`config.mk`:
```
export PLATFORM = sky130hd
export DESIGN_NAME = sync_fifo_flags
export DESIGN_NICKNAME = d
export VERILOG_FILES = /design/src/rtl/sync_fifo_pkg.sv /design/src/rtl/sync_fifo_mem.sv /design/src/rtl/sync_fifo_flags.sv
export SDC_FILE = /design/constraint.sdc
export NUM_CORES = 1
export LEC_CHECK = 0
export BUFFER_PORTS_ARGS = -buffer_cell sky130_fd_sc_hd__buf_2
export CORE_UTILIZATION = 45
export CTS_CLUSTER_SIZE = 20
export DETAILED_ROUTE_END_ITERATION = 7
export SLEW_MARGIN = 20
export SYNTH_ARGS = -nofsm -noshare
export SYNTH_HDL_FRONTEND = slang
export SYNTH_SLANG_ARGS = --single-unit
export TNS_END_PERCENT = 1
```
`constraint.sdc`:
```
create_clock -name clk -period 3.6 [get_ports clk]
set_input_delay 0.54 -clock clk [delete_from_list [all_inputs] [get_ports clk]]
set_output_delay 0.54 -clock clk [all_outputs]
set_load 0.005 [all_outputs]
```
`src/rtl/sync_fifo_pkg.sv`:
```
// Shared constants and elaboration-time helpers for the sync_fifo_flags FIFO.
// Used by both the default build and the SYNC_FIFO_ERR_EN build.
package sync_fifo_pkg;

  localparam int DEF_DATA_W = 8;
  localparam int DEF_DEPTH  = 16;

  // Occupancy needs one extra bit so that DEPTH itself can be represented.
  function automatic int count_w(input int depth);
    return $clog2(depth) + 1;
  endfunction

  function automatic bit is_pow2(input int n);
    return (n >= 2) && ((n & (n - 1)) == 0);
  endfunction

  function automatic bit params_legal(input int data_w, input int depth,
                                      input int afull_th, input int aempty_th);
    return (data_w >= 1) && is_pow2(depth) &&
           (afull_th >= 1) && (afull_th <= depth) &&
           (aempty_th >= 0) && (aempty_th <= depth - 1);
  endfunction

endpackage

```
`src/rtl/sync_fifo_mem.sv`:
```
// Simple dual-port storage for sync_fifo_flags.
// One write port and one registered read port that holds its value between reads.
module sync_fifo_mem #(
  parameter int DATA_W = 8,
  parameter int DEPTH  = 16
) (
  input  logic                     clk,
  input  logic                     rst,
  input  logic                     we_i,
  input  logic [$clog2(DEPTH)-1:0] waddr_i,
  input  logic [DATA_W-1:0]        wdata_i,
  input  logic                     re_i,
  input  logic [$clog2(DEPTH)-1:0] raddr_i,
  output logic [DATA_W-1:0]        rdata_o
);

  logic [DATA_W-1:0] mem_q [DEPTH];
  logic [DATA_W-1:0] rdata_q;

  // NOTE: the array has no reset so it can map to RAM; only the output register is reset.
  always_ff @(posedge clk) begin
    if (we_i) mem_q[waddr_i] <= wdata_i;
  end

  always_ff @(posedge clk or posedge rst) begin
    if (rst)       rdata_q <= '0;
    else if (re_i) rdata_q <= mem_q[raddr_i];
  end

  assign rdata_o = rdata_q;

endmodule

```
`src/rtl/sync_fifo_flags.sv`:
```
// Parametrised single-clock FIFO with occupancy count and threshold flags.
// Define SYNC_FIFO_ERR_EN to add sticky overflow/underflow flags and err_clr.
module sync_fifo_flags
  import sync_fifo_pkg::*;
#(
  parameter int DATA_W    = DEF_DATA_W,
  parameter int DEPTH     = DEF_DEPTH,
  parameter int AFULL_TH  = DEPTH - 2,
  parameter int AEMPTY_TH = 2
) (
  input  logic                        clk,
  input  logic                        rst,
  input  logic                        wr_en,
  input  logic [DATA_W-1:0]           wr_data,
  input  logic                        rd_en,
  output logic [DATA_W-1:0]           rd_data,
  output logic                        rd_valid,
  output logic                        full,
  output logic                        empty,
  output logic                        almost_full,
  output logic                        almost_empty,
  output logic [count_w(DEPTH)-1:0]   count
`ifdef SYNC_FIFO_ERR_EN
  ,
  input  logic                        err_clr,
  output logic                        overflow,
  output logic                        underflow
`endif
);

  localparam int PTR_W = $clog2(DEPTH);
  localparam int CNT_W = count_w(DEPTH);

  localparam logic [CNT_W-1:0] CNT_FULL = CNT_W'(DEPTH);
  localparam logic [CNT_W-1:0] CNT_AF   = CNT_W'(AFULL_TH);
  localparam logic [CNT_W-1:0] CNT_AE   = CNT_W'(AEMPTY_TH);
  localparam logic [CNT_W-1:0] CNT_ONE  = CNT_W'(1);
  localparam logic [PTR_W-1:0] PTR_ONE  = PTR_W'(1);

  if (!params_legal(DATA_W, DEPTH, AFULL_TH, AEMPTY_TH)) begin : g_bad_params
    $error("sync_fifo_flags: illegal DATA_W/DEPTH/threshold parameters");
  end

  logic [PTR_W-1:0] wr_ptr_q, wr_ptr_d;
  logic [PTR_W-1:0] rd_ptr_q, rd_ptr_d;
  logic [CNT_W-1:0] count_q, count_d;
  logic             rd_valid_q;
  logic             full_s, empty_s;
  logic             wr_accept, rd_accept;

  // Acceptance is judged from the registered count, so a full FIFO never
  // accepts a write even when a read drains it in the same cycle.
  assign full_s    = (count_q == CNT_FULL);
  assign empty_s   = (count_q == '0);
  assign wr_accept = wr_en && !full_s;
  assign rd_accept = rd_en && !empty_s;

  always_comb begin
    // NOTE: defaults first so every path assigns every signal; no latch is inferred.
    wr_ptr_d = wr_ptr_q;
    rd_ptr_d = rd_ptr_q;
    count_d  = count_q;
    if (wr_accept) wr_ptr_d = wr_ptr_q + PTR_ONE;
    if (rd_accept) rd_ptr_d = rd_ptr_q + PTR_ONE;
    if (wr_accept && !rd_accept)      count_d = count_q + CNT_ONE;
    else if (rd_accept && !wr_accept) count_d = count_q - CNT_ONE;
  end

  // NOTE: sequential state uses non-blocking assignments so all registers update together.
  always_ff @(posedge clk or posedge rst) begin
    if (rst) begin
      wr_ptr_q   <= '0;
      rd_ptr_q   <= '0;
      count_q    <= '0;
      rd_valid_q <= 1'b0;
    end else begin
      wr_ptr_q   <= wr_ptr_d;
      rd_ptr_q   <= rd_ptr_d;
      count_q    <= count_d;
      rd_valid_q <= rd_accept;
    end
  end

  sync_fifo_mem #(
    .DATA_W (DATA_W),
    .DEPTH  (DEPTH)
  ) u_mem (
    .clk     (clk),
    .rst     (rst),
    .we_i    (wr_accept),
    .waddr_i (wr_ptr_q),
    .wdata_i (wr_data),
    .re_i    (rd_accept),
    .raddr_i (rd_ptr_q),
    .rdata_o (rd_data)
  );

  assign rd_valid     = rd_valid_q;
  assign count        = count_q;
  assign full         = full_s;
  assign empty        = empty_s;
  assign almost_full  = (count_q >= CNT_AF);
  assign almost_empty = (count_q <= CNT_AE);

`ifdef SYNC_FIFO_ERR_EN
  logic overflow_q, overflow_d;
  logic underflow_q, underflow_d;

  // A clear wins over a set arriving in the same cycle.
  always_comb begin
    overflow_d  = err_clr ? 1'b0 : (overflow_q  | (wr_en & full_s));
    underflow_d = err_clr ? 1'b0 : (underflow_q | (rd_en & empty_s));
  end

  always_ff @(posedge clk or posedge rst) begin
    if (rst) begin
      overflow_q  <= 1'b0;
      underflow_q <= 1'b0;
    end else begin
      overflow_q  <= overflow_d;
      underflow_q <= underflow_d;
    end
  end

  assign overflow  = overflow_q;
  assign underflow = underflow_q;
`endif

endmodule

```
==> metrics.md, run 1 <==
| Metric | Value |
|---|---|
| Placer's final routability congestion estimate | 0.754 |
| GRT Residual Overflow | 0 |
| Largest family of logic cells by synthesized area | multiplexers |
| Layout net count | 373 |
| First-pass GRT wire length | 18,300 µm |
| Clock Skew | 13.9 ps |
| Leading area contributor after synthesis | edfxtp_1 |
| Share of layout cells above drive strength 1 | 0.308 |
| CP Capture Type | register |
| CP Class | register to register |
| Clock sinks | 150 |
| Fraction of registers with async set/reset | 0.147 |
| Fin. max-slew vios | 0 |
| Post-DR vias/cell | 5.48 |
| Maxcap violations | 0 |
| DRT antenna net count | 0 |
| # IOs | 30 |
| Clock buffer depth | 2 |
| Power Density | 819 nW/µm² |
| Cell area after synthesis | 6000 µm² |
| Xor and xnor area share after synthesis | 0.0146 |
| Initial DRC Count | 252 |
| Tmin final | 2680 ps |
| Root buffer cell | clkbuf_16 |
| Post-synthesis mux area share | 0.139 |
| Row count | 41 |
| CTS Hold Buffers Added | 0 |
| Setup violators final | 0 |
| FF+latch count, synth | 150 |
| Ys flop type | edfxtp_1 |
| Status | finished, final reports clean |
| Worst EP required | 3940 ps |
| Post-CTS Setup Bufs | 0 |
| Mapped Nets | 330 |
| Post-cts resize count | 0 |
| Vias in the first global route | 3,101 |
| Setup crit start kind | register |
| Yosys top cell area share | 0.641 |
| Setup TNS | 0 ps |
| Avg Cell Area, Syn | 19.5 µm² |
| Type of the worst min-delay path | input port to async pin |
| Final Cycle Share | 0.745 |
| Starting Density | 0.468 |
| Max_slew headroom | 0.351 |
| Syn. warnings | 0 |
| Synth top area cells | edfxtp_1, mux4_2, dfrtp_1, ha_1, mux2i_1 |
| DPL Wire Length | 7360 µm |
| Least-Margin Pin Slew | 969 ps |
| Vias | 2,935 |
| Worst-Skew Late Latency | 430 ps |
| Largest net degree at the start of global routing | 23 |
| Total power | 5670 µW |
| First-pass detailed-route iteration total | 4 |
| Synth Area in Compound Gates | 0.0390 |
| Layout area overhead | 15.6% |
| Number of synthesized flops with an enable pin | 128 |
| CP startpoint | count[0]$_DFFE_PP0P_ |
| WL per Instance | 21.7 µm |
| CTS clk-pin slew, worst paths | 60 ps |
| Ant diodes | 0 |
| Pre-CTS setup slack | 916 ps |
| CTS buffer count | 17 |
| Adder-cell share of the synthesized area | 0.0221 |
| Die area | 13,800 µm² |
| Yosys cell types | 34 |
| CTS tree | built |
| # DRC | 0 |
| RSZ-0062 raised after global routing | false |
| F_max | 0.373 GHz |
| Layout Utilization | 0.540 |
| DRT Wirelength | 11,700 µm |
| Final number of hold-violating endpoints | 0 |
| # port buffers | 29 |
| GRT Util Overall | 0.187 |
| Setup ws final | 918 ps |
| Simple-gate share of the synthesized area | 0.0323 |
| Critical path arrival | 3020 ps |
| Core area | 12,800 µm² |
| Crit Path Max Fanout | 7 |
| Initial antenna violation count | 0 |
| Leak | 0.00242 µW |
| Max VDD drop | 0.000388 V |
| CTS H-Tree Depth | 4 |
| Post-Syn Instances | 308 |
| Post-synthesis sequential area ratio | 0.733 |
| Worst r2r src | count[0]$_DFFE_PP0P_ |
| Die Ht | 117 µm |
| Die X | 117 µm |
| Hold slack | 303 ps |
path summary, 6_finish.rpt:
path	endpoint	slack, ps	depth (start not counted)
min in group clk	u_mem.rdata_o[7]$_DFFE_PP0P_	470	1
max in group asynchronous	rd_ptr_q[2]$_DFFE_PP0P_	2690	2
worst max-delay path	count[4]$_DFFE_PP0P_	920	9
worst min register to register	u_mem.rdata_o[7]$_DFFE_PP0P_	470	1
worst min-delay path	u_mem.rdata_o[3]$_DFFE_PP0P_	300	2
worst max register to register	count[4]$_DFFE_PP0P_	920	9
cells in the final DEF, fill, tap and decap left out, types with 2 or more instances in the layout:
master / instances
nor3_1: 4
xnor2_1: 9
dfrtp_1: 20
nand2b_1: 3
dfrtp_2: 2
clkbuf_16: 17
edfxtp_1: 128
a211oi_1: 7
a21o_1: 9
mux4_2: 33
clkbuf_1: 2
inv_1: 4
buf_4: 11
buf_2: 29
nand4_1: 2
nand2_1: 15
a21oi_1: 2
bufinv_16: 3
clkinvlp_4: 4
o21ai_0: 3
o22ai_1: 7
clkinv_4: 2
clkinv_2: 4
mux2i_1: 8
ha_1: 9
nor2_1: 15
synthesized netlist by cell type (4+ instances only):
| master | n |
|---|---|
| inv_1 | 4 |
| nor2_1 | 15 |
| clkbuf_1 | 4 |
| ha_1 | 9 |
| dfrtp_1 | 22 |
| o22ai_1 | 7 |
| mux2i_1 | 8 |
| a21o_1 | 9 |
| xnor2_1 | 9 |
| edfxtp_1 | 128 |
| mux4_2 | 33 |
| buf_4 | 4 |
| a211oi_1 | 7 |
| nor3_1 | 4 |
| nand2_1 | 15 |
routing by layer:
metal / share of wire / up-vias / GRT usage
li1: - / 1315 / -
met1: 0.43 / 1527 / 0.242
met2: 0.51 / 82 / 0.303
met3: 0.048 / 11 / 0.0511
met4: 0.011 / 0 / 0.0706
met5: 0 / - / 0
power breakdown:
part	internal [µW]	leakage, µW	switching [µW]	total, µW
registers	2160	0.00142	340	2500
clock network	1080	0.000279	674	1760
logic	747	0.000725	665	1410
per-stage QoR:
stage | cells | instance area [µm²]
floorplan | 308 | 6000
global placement | 504 | 6340
detailed placement | 504 | 6340
CTS | 536 | 6930
global route | 536 | 6930
finish | 536 | 6930
layout make-up:
class | count | area (µm²)
Clock inverter | 13 | 158
Tap cell | 172 | 215
Multi-Input combinational cell | 137 | 1480
Timing Repair Buffer | 40 | 228
Sequential cell | 150 | 4400
Clock buffer | 19 | 433
Fill cell | 1019 | 5890
Inverter | 5 | 18.8
flip-flops by register name, indices dropped and copies added, names as in the netlist:
name and cells:
u_mem.mem_q 128, rd_ptr_q 4, count 5, wr_ptr_q 4
u_mem.rdata_o 8, rd_valid 1
critical path: stages (launching register included):
cell and delay (ps):
dfrtp_1 460, or4_4 590, o21ai_4 140, ha_1 180, inv_1 110, fa_1 410
a21o_1 190, a21oi_1 160, mux2i_1 230, xnor2_1 130
kinds of logic after synthesis:
logic type | after synthesis
AO/OA/AOI/OAI | 32
adder cells (fa/ha/maj) | 10
XOR/XNOR | 10
flip-flops | 150
multiplexers | 42
AND/OR/NAND/NOR | 43
buffers and inverters | 21
Note: power is estimated with default switching activity, not from simulation.
==> inputs of run 2 (changes only) <==
--- a/config.mk
+++ b/config.mk
@@ -5,6 +5,7 @@
 export SDC_FILE = /design/constraint.sdc
 export NUM_CORES = 1
 export LEC_CHECK = 0
+export ABC_AREA = 1
 export BUFFER_PORTS_ARGS = -buffer_cell sky130_fd_sc_hd__buf_2
 export CORE_UTILIZATION = 45
 export CTS_CLUSTER_SIZE = 20
==> constraint.sdc (replaced) <==
create_clock -name clk -period 2.7 [get_ports clk]
set_input_delay 0.405 -clock clk [delete_from_list [all_inputs] [get_ports clk]]
set_output_delay 0.405 -clock clk [all_outputs]
set_load 0.005 [all_outputs]
==> metrics.md, run 2 <==
| Metric | Value |
|---|---|
| Adder-cell share of the synthesized area | 0.0199 (-0.00218) |
| Max VDD drop | 0.000536 V (+38%) |
| Yosys cell types | 21 (-38%) |
| Cell area after synthesis | 6650 µm² (+11%) |
| Ant diodes | 0 (unchanged) |
| Comb pwr share | 0.328 (+0.079) |
| CP Capture Type | register |
| Setup violators final | 0 (unchanged) |
| Worst-Skew Late Latency | 430 ps (about the same) |
| CTS buffer count | 17 (unchanged) |
| WP buf/inv | 2 (+1) |
| Most frequent cells in the layout | nand2_1, edfxtp_1, inv_1 |
| Switch share | 0.357 (+0.0614) |
| Die X | 124 µm (+5.2%) |
| Most common library cells after synthesis | nand2_1, edfxtp_1, inv_1, nand3_1, dfrtp_1 |
| Crit path depth | 13 (+4) |
| Largest family of logic cells by synthesized area | simple AND/OR/NAND/NOR gates |
| Post-DR vias/cell | 5.00 (-8.6%) |
| Power Density | 1060 nW/µm² (+30%) |
| Most common cell in the netlist | nand2_1 |
| Root buffer cell | clkbuf_16 |
| Max_slew headroom | 0.328 (-0.0239) |
| Status | finished, final reports clean |
| Largest net degree at the start of global routing | 67 (+190%) |
| First-pass detailed-route iteration total | 5 (+1) |
| # DRC | 0 (unchanged) |
| Syn. warnings | 0 (unchanged) |
| Vias | 4,444 (+51%) |
| Core area | 14,500 µm² (+13%) |
| Critical path arrival | 2730 ps (-290 ps) |
| GRT Util Overall | 0.209 (+0.0215) |
| Hold slack | 165 ps (-138 ps) |
| Avg Cell Area, Syn | 10.1 µm² (-48%) |
| FF-to-FF path depth | 13 (+4) |
| Final Cycle Share | 0.882 (+0.137) |
| Least-Margin Pin Slew | 1010 ps (+38.3 ps) |
| Leading area contributor after synthesis | edfxtp_1 |
| Yosys top cell area share | 0.578 (-0.0632) |
| DRT Wirelength | 14,500 µm (+25%) |
| Layout net count | 713 (+91%) |
| CTS H-Tree Depth | 4 (unchanged) |
| Setup crit start kind | register |
| Most used cell, CP | nand2_1 |
| Placer's final routability congestion estimate | 0.890 (+18%) |
| Post-cts resize count | 0 (unchanged) |
| WL per Instance | 16.4 µm (-25%) |
| Crit path max-delay family | adder cells |
| CP Class | register to register |
| Die area | 15,300 µm² (+11%) |
| RSZ-0062 raised after global routing | false |
| Die Ht | 124 µm (+5.2%) |
| Leak | 0.00339 µW (+40%) |
| Clock Skew | 11.1 ps (-2.86 ps) |
| P_int | 5150 µW (+29%) |
| Share of layout cells above drive strength 1 | 0.0966 (-0.211) |
| Initial DRC Count | 352 (+40%) |
| Tmin final | 2380 ps (-300 ps) |
| Post-CTS Setup Bufs | 0 (unchanged) |
| Total power | 8020 µW (+41%) |
| Setup TNS | 0 ps (unchanged) |
| Clock buffer depth | 2 (unchanged) |
| Final number of hold-violating endpoints | 0 (unchanged) |
| DRT antenna net count | 0 (unchanged) |
| Synth top area cells | edfxtp_1, nand2_1, dfrtp_1, nand3_1, inv_1 |
| Clock power share | 0.287 (-0.023) |
| Xor and xnor area share after synthesis | 0.0118 (-0.00276) |
| Number of flip-flops in the largest register | 128 (unchanged) |
| CTS clk-pin slew, worst paths | 60 ps (about the same) |
| Vias in the first global route | 4,119 (+33%) |
| Starting Density | 0.459 (-0.00814) |
| Max incr delay on CP | 480 ps (-110 ps) |
| Crit Path Max Fanout | 7 (unchanged) |
| Clock sinks | 150 (unchanged) |
| CTS tree | built |
| FF+latch count, synth | 150 (unchanged) |
| Fin. max-slew vios | 0 (unchanged) |
| First-pass GRT wire length | 22,400 µm (+23%) |
| CP Cell Sequence | nor2_1 > nand3_1 > nand2_1 > inv_2 > ha_1 > inv_1 > fa_1 > nand2_1 > nand2_1 > a21oi_1 > xor2_1 > nand2_1 > o21ai_0 |
| Most common cell after layout, fill and taps aside | nand2_1 |
| F_max | 0.420 GHz (+13%) |
| Largest Register | u_mem.mem_q |
| GRT Residual Overflow | 0 (unchanged) |
| Post-synthesis mux area share | 0 (-0.139) |
| Slowest CP cell | dfrtp_1 |
| Type of the worst min-delay path | input port to async pin |
| Part of the power in registers | 0.385 (-0.056) |
| Ys flop type | edfxtp_1 |
| Post-Syn Instances | 660 (+110%) |
| # IOs | 30 (unchanged) |
| Initial antenna violation count | 0 (unchanged) |
| DPL Wire Length | 9250 µm (+26%) |
| Worst EP required | 3040 ps (-900 ps) |
| # port buffers | 29 (unchanged) |
| Layout area overhead | 13.4% |
| Post-synthesis sequential area ratio | 0.661 (-0.0722) |
| CTS Hold Buffers Added | 0 (unchanged) |
| Row count | 44 (+7.3%) |
| Number of synthesized flops with an enable pin | 128 (unchanged) |
| Fraction of registers with async set/reset | 0.147 (unchanged) |
| Synth Area in Compound Gates | 0.00658 (-0.0324) |
| Maxcap violations | 0 (unchanged) |
| Mapped Nets | 682 (+110%) |
| Switch Pwr | 2870 µW (+71%) |
| Simple-gate share of the synthesized area | 0.212 (+0.179) |
[run 2: cell types whose count changed in the layout (fill, tap and decap cells not counted), moves of 4 or more]
| cell | previous run | this run |
|---|---|---|
| nand2_1 | 15 | 218 |
| inv_1 | 4 | 112 |
| mux2i_1 | 8 | 0 |
| a211oi_1 | 7 | 0 |
| o22ai_1 | 7 | 0 |
| clkbuf_1 | 2 | 6 |
| nand3_1 | 0 | 100 |
| mux4_2 | 33 | 0 |
| xor2_1 | 1 | 8 |
| clkinvlp_4 | 4 | 0 |
| xnor2_1 | 9 | 1 |
| a21o_1 | 9 | 0 |
[run 2: final cells by class]
cell class	instances	area, µm²
fillers	1278	6940
repair buffers	39	233
inverters	116	435
multi-input cells	367	1660
clock inverters	6	62.6
well taps	184	230
flip-flops and latches	150	4400
clock buffers	26	523
[run 2: worst paths after layout]
check                                             start  slack, ps                           end
hold reg to reg            u_mem.rdata_o[3]$_DFFE_PP0P_        470  u_mem.rdata_o[3]$_DFFE_PP0P_
setup / recovery                   count[0]$_DFFE_PP0P_        320          count[4]$_DFFE_PP0P_
min in group clk                             wr_data[1]        420   u_mem.mem_q[2][1]$_DFFE_PP_
setup reg to reg                   count[0]$_DFFE_PP0P_        320          count[4]$_DFFE_PP0P_
hold / removal                                      rst        160            rd_valid$_DFF_PP0_
max in group asynchronous                           rst       1940       rd_ptr_q[0]$_DFFE_PP0P_
[run 2: logic make-up after synthesis]
group,count (synthesis)
adders and majority gates,10
buffers and inverters,143
xor gates and xnor gates,9
and+or+nand+nor,340
AOI/OAI and AO/OA,8
DFF,150
[run 2: per-stage QoR]
step	instance area, µm²	utilization	instances	setup slack [ps]
final	7540	0.521	888	318
after global routing	7540	0.521	888	39.8
after CTS	7540	0.521	888	318
after detailed placement	6960	0.481	856	334
after global placement	6960	0.481	856	389
after floorplan	6650	-	660	516
[run 2: per-layer routing]
layer | wire (µm) | track usage | up-vias
met5 | 0 | 0 | -
met4 | 377 | 0.0979 | 0
met3 | 758 | 0.0444 | 28
met2 | 6870 | 0.324 | 137
met1 | 6540 | 0.281 | 2109
li1 | - | - | 2170
[run 2: power by group through the flow]
stage,registers (µW),clock network [µW],logic [µW]
floorplan,3090,0,1890
global placement,3120,0,2580
CTS,3090,2340,2630
finish,3090,2310,2630
global route,3130,2430,2990
detailed placement,3130,0,2610
==> inputs of run 3 (changes only) <==
--- a/config.mk
+++ b/config.mk
@@ -14,4 +14,3 @@
 export SYNTH_ARGS = -nofsm -noshare
 export SYNTH_HDL_FRONTEND = slang
 export SYNTH_SLANG_ARGS = --single-unit
-export TNS_END_PERCENT = 1
==> constraint.sdc (replaced) <==
create_clock -name clk -period 2.7 [get_ports clk]
set_input_delay 0.54 -clock clk [delete_from_list [all_inputs] [get_ports clk]]
set_output_delay 0.54 -clock clk [all_outputs]
set_load 0.005 [all_outputs]
==> metrics.md, run 3 (same netlist as run 2, synthesis figures left out) <==
| Metric | Value |
|---|---|
| Root buffer cell | clkbuf_16 |
| Setup TNS | 0 ps (unchanged) |
| # DRC | 0 (unchanged) |
| P_int | 5130 µW (-0.43%) |
| Critical path arrival | 2750 ps (+20 ps) |
| Part of the power in registers | 0.385 (about the same) |
| Ant diodes | 0 (unchanged) |
| CP Class | register to register |
| CTS Hold Buffers Added | 0 (unchanged) |
| Post-DR vias/cell | 5.03 (+0.47%) |
| WL per Instance | 16.5 µm (+0.78%) |
| Die X | 124 µm (unchanged) |
| Most frequent cells in the layout | nand2_1, edfxtp_1, inv_1 |
| Placed insts | 856 (unchanged) |
| F_max | 0.414 GHz (-1.4%) |
| Comb pwr share | 0.329 (about the same) |
| Post-cts resize count | 0 (unchanged) |
| R2r endpoint | count[4]$_DFFE_PP0P_ |
| Final number of hold-violating endpoints | 0 (unchanged) |
| # port buffers | 29 (unchanged) |
| # IOs | 30 (unchanged) |
| RSZ-0062 raised after global routing | false |
| Most common cell after layout, fill and taps aside | nand2_1 |
| Max VDD drop | 0.000513 V (-4.4%) |
| GRT Residual Overflow | 0 (unchanged) |
| Layout net count | 713 (unchanged) |
| Switch Pwr | 2890 µW (+0.67%) |
| Worst-Skew Late Latency | 420 ps (about the same) |
| Total power | 8020 µW (about the same) |
| Setup crit start kind | register |
| Die area | 15,300 µm² (unchanged) |
| Maxcap violations | 0 (unchanged) |
| FF+latch area | 4400 µm² (unchanged) |
| Initial antenna violation count | 0 (unchanged) |
| Core area | 14,500 µm² (unchanged) |
| Post-CTS Setup Bufs | 0 (unchanged) |
| Switch share | 0.360 (+0.00253) |
| Type of the worst min-delay path | input port to async pin |
| Worst EP required | 3040 ps (about the same) |
| Final Cycle Share | 0.894 (+0.0123) |
| DPL Wire Length | 9230 µm (-0.26%) |
| Starting Density | 0.459 (unchanged) |
| Layout area overhead | 13.4% (unchanged) |
| Initial DRC Count | 364 (+3.4%) |
| Setup violators final | 0 (unchanged) |
| Largest Register | u_mem.mem_q |
| GRT Util Overall | 0.211 (+0.00192) |
| Largest net degree at the start of global routing | 67 (unchanged) |
| Leak | 0.00340 µW (+0.19%) |
| Crit Path Max Fanout | 7 (unchanged) |
| Least-Margin Pin Slew | 1000 ps (-6.96 ps) |
| First-pass GRT wire length | 22,900 µm (+2.3%) |
| Clock Skew | 6.00 ps (-5.05 ps) |
| Post-Layout Cell Count | 888 (unchanged) |
| Hold slack | 302 ps (+137 ps) |
| CP Capture Type | register |
| Multi-input combinational cell area | 1660 µm² (unchanged) |
| DRT antenna net count | 0 (unchanged) |
| Vias | 4,465 (+0.47%) |
| CTS clk-pin slew, worst paths | 60 ps (about the same) |
| Share of layout cells above drive strength 1 | 0.101 (+0.00426) |
| FF-to-FF path depth | 13 (unchanged) |
| Max_slew headroom | 0.332 (+0.00464) |
| Placer's final routability congestion estimate | 0.869 (-2.4%) |
| Tmin final | 2420 ps (+33.3 ps) |
| Power Density | 1060 nW/µm² (about the same) |
| First-pass detailed-route iteration total | 6 (+1) |
| Row count | 44 (unchanged) |
| CTS tree | built |
| Clock power share | 0.286 (about the same) |
| Status | finished, final reports clean |
| DRT Wirelength | 14,700 µm (+0.78%) |
| CTS H-Tree Depth | 4 (unchanged) |
| Number of flip-flops in the largest register | 128 (unchanged) |
| R2R setup slack | 280 ps (-30 ps) |
| Clock buffer depth | 2 (unchanged) |
| Worst r2r src | count[3]$_DFFE_PP0P_ |
| Fin. max-slew vios | 0 (unchanged) |
| Vias in the first global route | 4,248 (+3.1%) |
| CTS buffer count | 17 (unchanged) |
| Clock sinks | 150 (unchanged) |
| # fillers | 1,285 (+0.55%) |
| Die Ht | 124 µm (unchanged) |
run 3: cell types whose count changed in the layout (fill, tap and decap cells not counted):
cell,before,now
clkbuf_16,20,19
clkinv_4,1,0
inv_4,0,1
bufinv_16,1,0
clkbuf_8,0,5
clkbuf_1,6,3
run 3: area by class of cell:
type                       instances  share of cell area
sequential                       150               0.583
multi-input combinational        367               0.221
clock buffer                      27              0.0736
inverter                         116              0.0577
timing repair buffer              39              0.0309
tap                              184              0.0305
clock inverter                     5             0.00398
run 3: metal layers:
| metal | vias up | wire [µm] | global-route usage | part of all wire |
|---|---|---|---|---|
| met5 | - | 0 | 0 | 0 |
| met4 | 0 | 385 | 0.0851 | 0.026 |
| met3 | 32 | 743 | 0.0504 | 0.051 |
| met2 | 118 | 7030 | 0.334 | 0.48 |
| met1 | 2141 | 6490 | 0.279 | 0.44 |
| li1 | 2174 | - | - | - |
run 3: how the worst max path moves through the flow:
stage,startpoint,end,slack [ps],depth (start not counted)
6_report,count[3]$_DFFE_PP0P_,count[4]$_DFFE_PP0P_,280,13
3_3_place_gp,count[3]$_DFFE_PP0P_,count[4]$_DFFE_PP0P_,410,13
3_5_place_dp,count[3]$_DFFE_PP0P_,count[4]$_DFFE_PP0P_,310,13
2_1_floorplan,count[3]$_DFFE_PP0P_,count[4]$_DFFE_PP0P_,520,13
5_1_grt,count[3]$_DFFE_PP0P_,count[4]$_DFFE_PP0P_,100,13
4_1_cts,count[3]$_DFFE_PP0P_,count[4]$_DFFE_PP0P_,280,13
run 3: power by group through the flow:
stage | Clock (µW) | Combinational (µW) | Sequential [µW]
floorplan | 0 | 1890 | 3090
global placement | 0 | 2580 | 3120
detailed placement | 0 | 2620 | 3130
finish | 2290 | 2640 | 3090
global route | 2430 | 2990 | 3130
CTS | 2330 | 2640 | 3090
run 3: critical path: stages, from the launching register on:
cell and delay [ps]:
dfrtp_1 420, nor2_1 200, nand3_1 140, nand2_1 220, inv_2 130, ha_1 220
inv_1 150, ha_1 290, nand2_1 90, nand2_1 50, a21oi_1 150, xor2_1 160
nand2_1 60, o21ai_0 60
run 3: stage by stage:
stage	cell area (µm²)	worst slack (ps)	utilization
2_1_floorplan	6650	516	-
3_3_place_gp	6960	412	0.481
3_5_place_dp	6960	306	0.481
4_1_cts	7540	284	0.521
5_1_grt	7540	96.8	0.521
6_report	7540	285	0.521
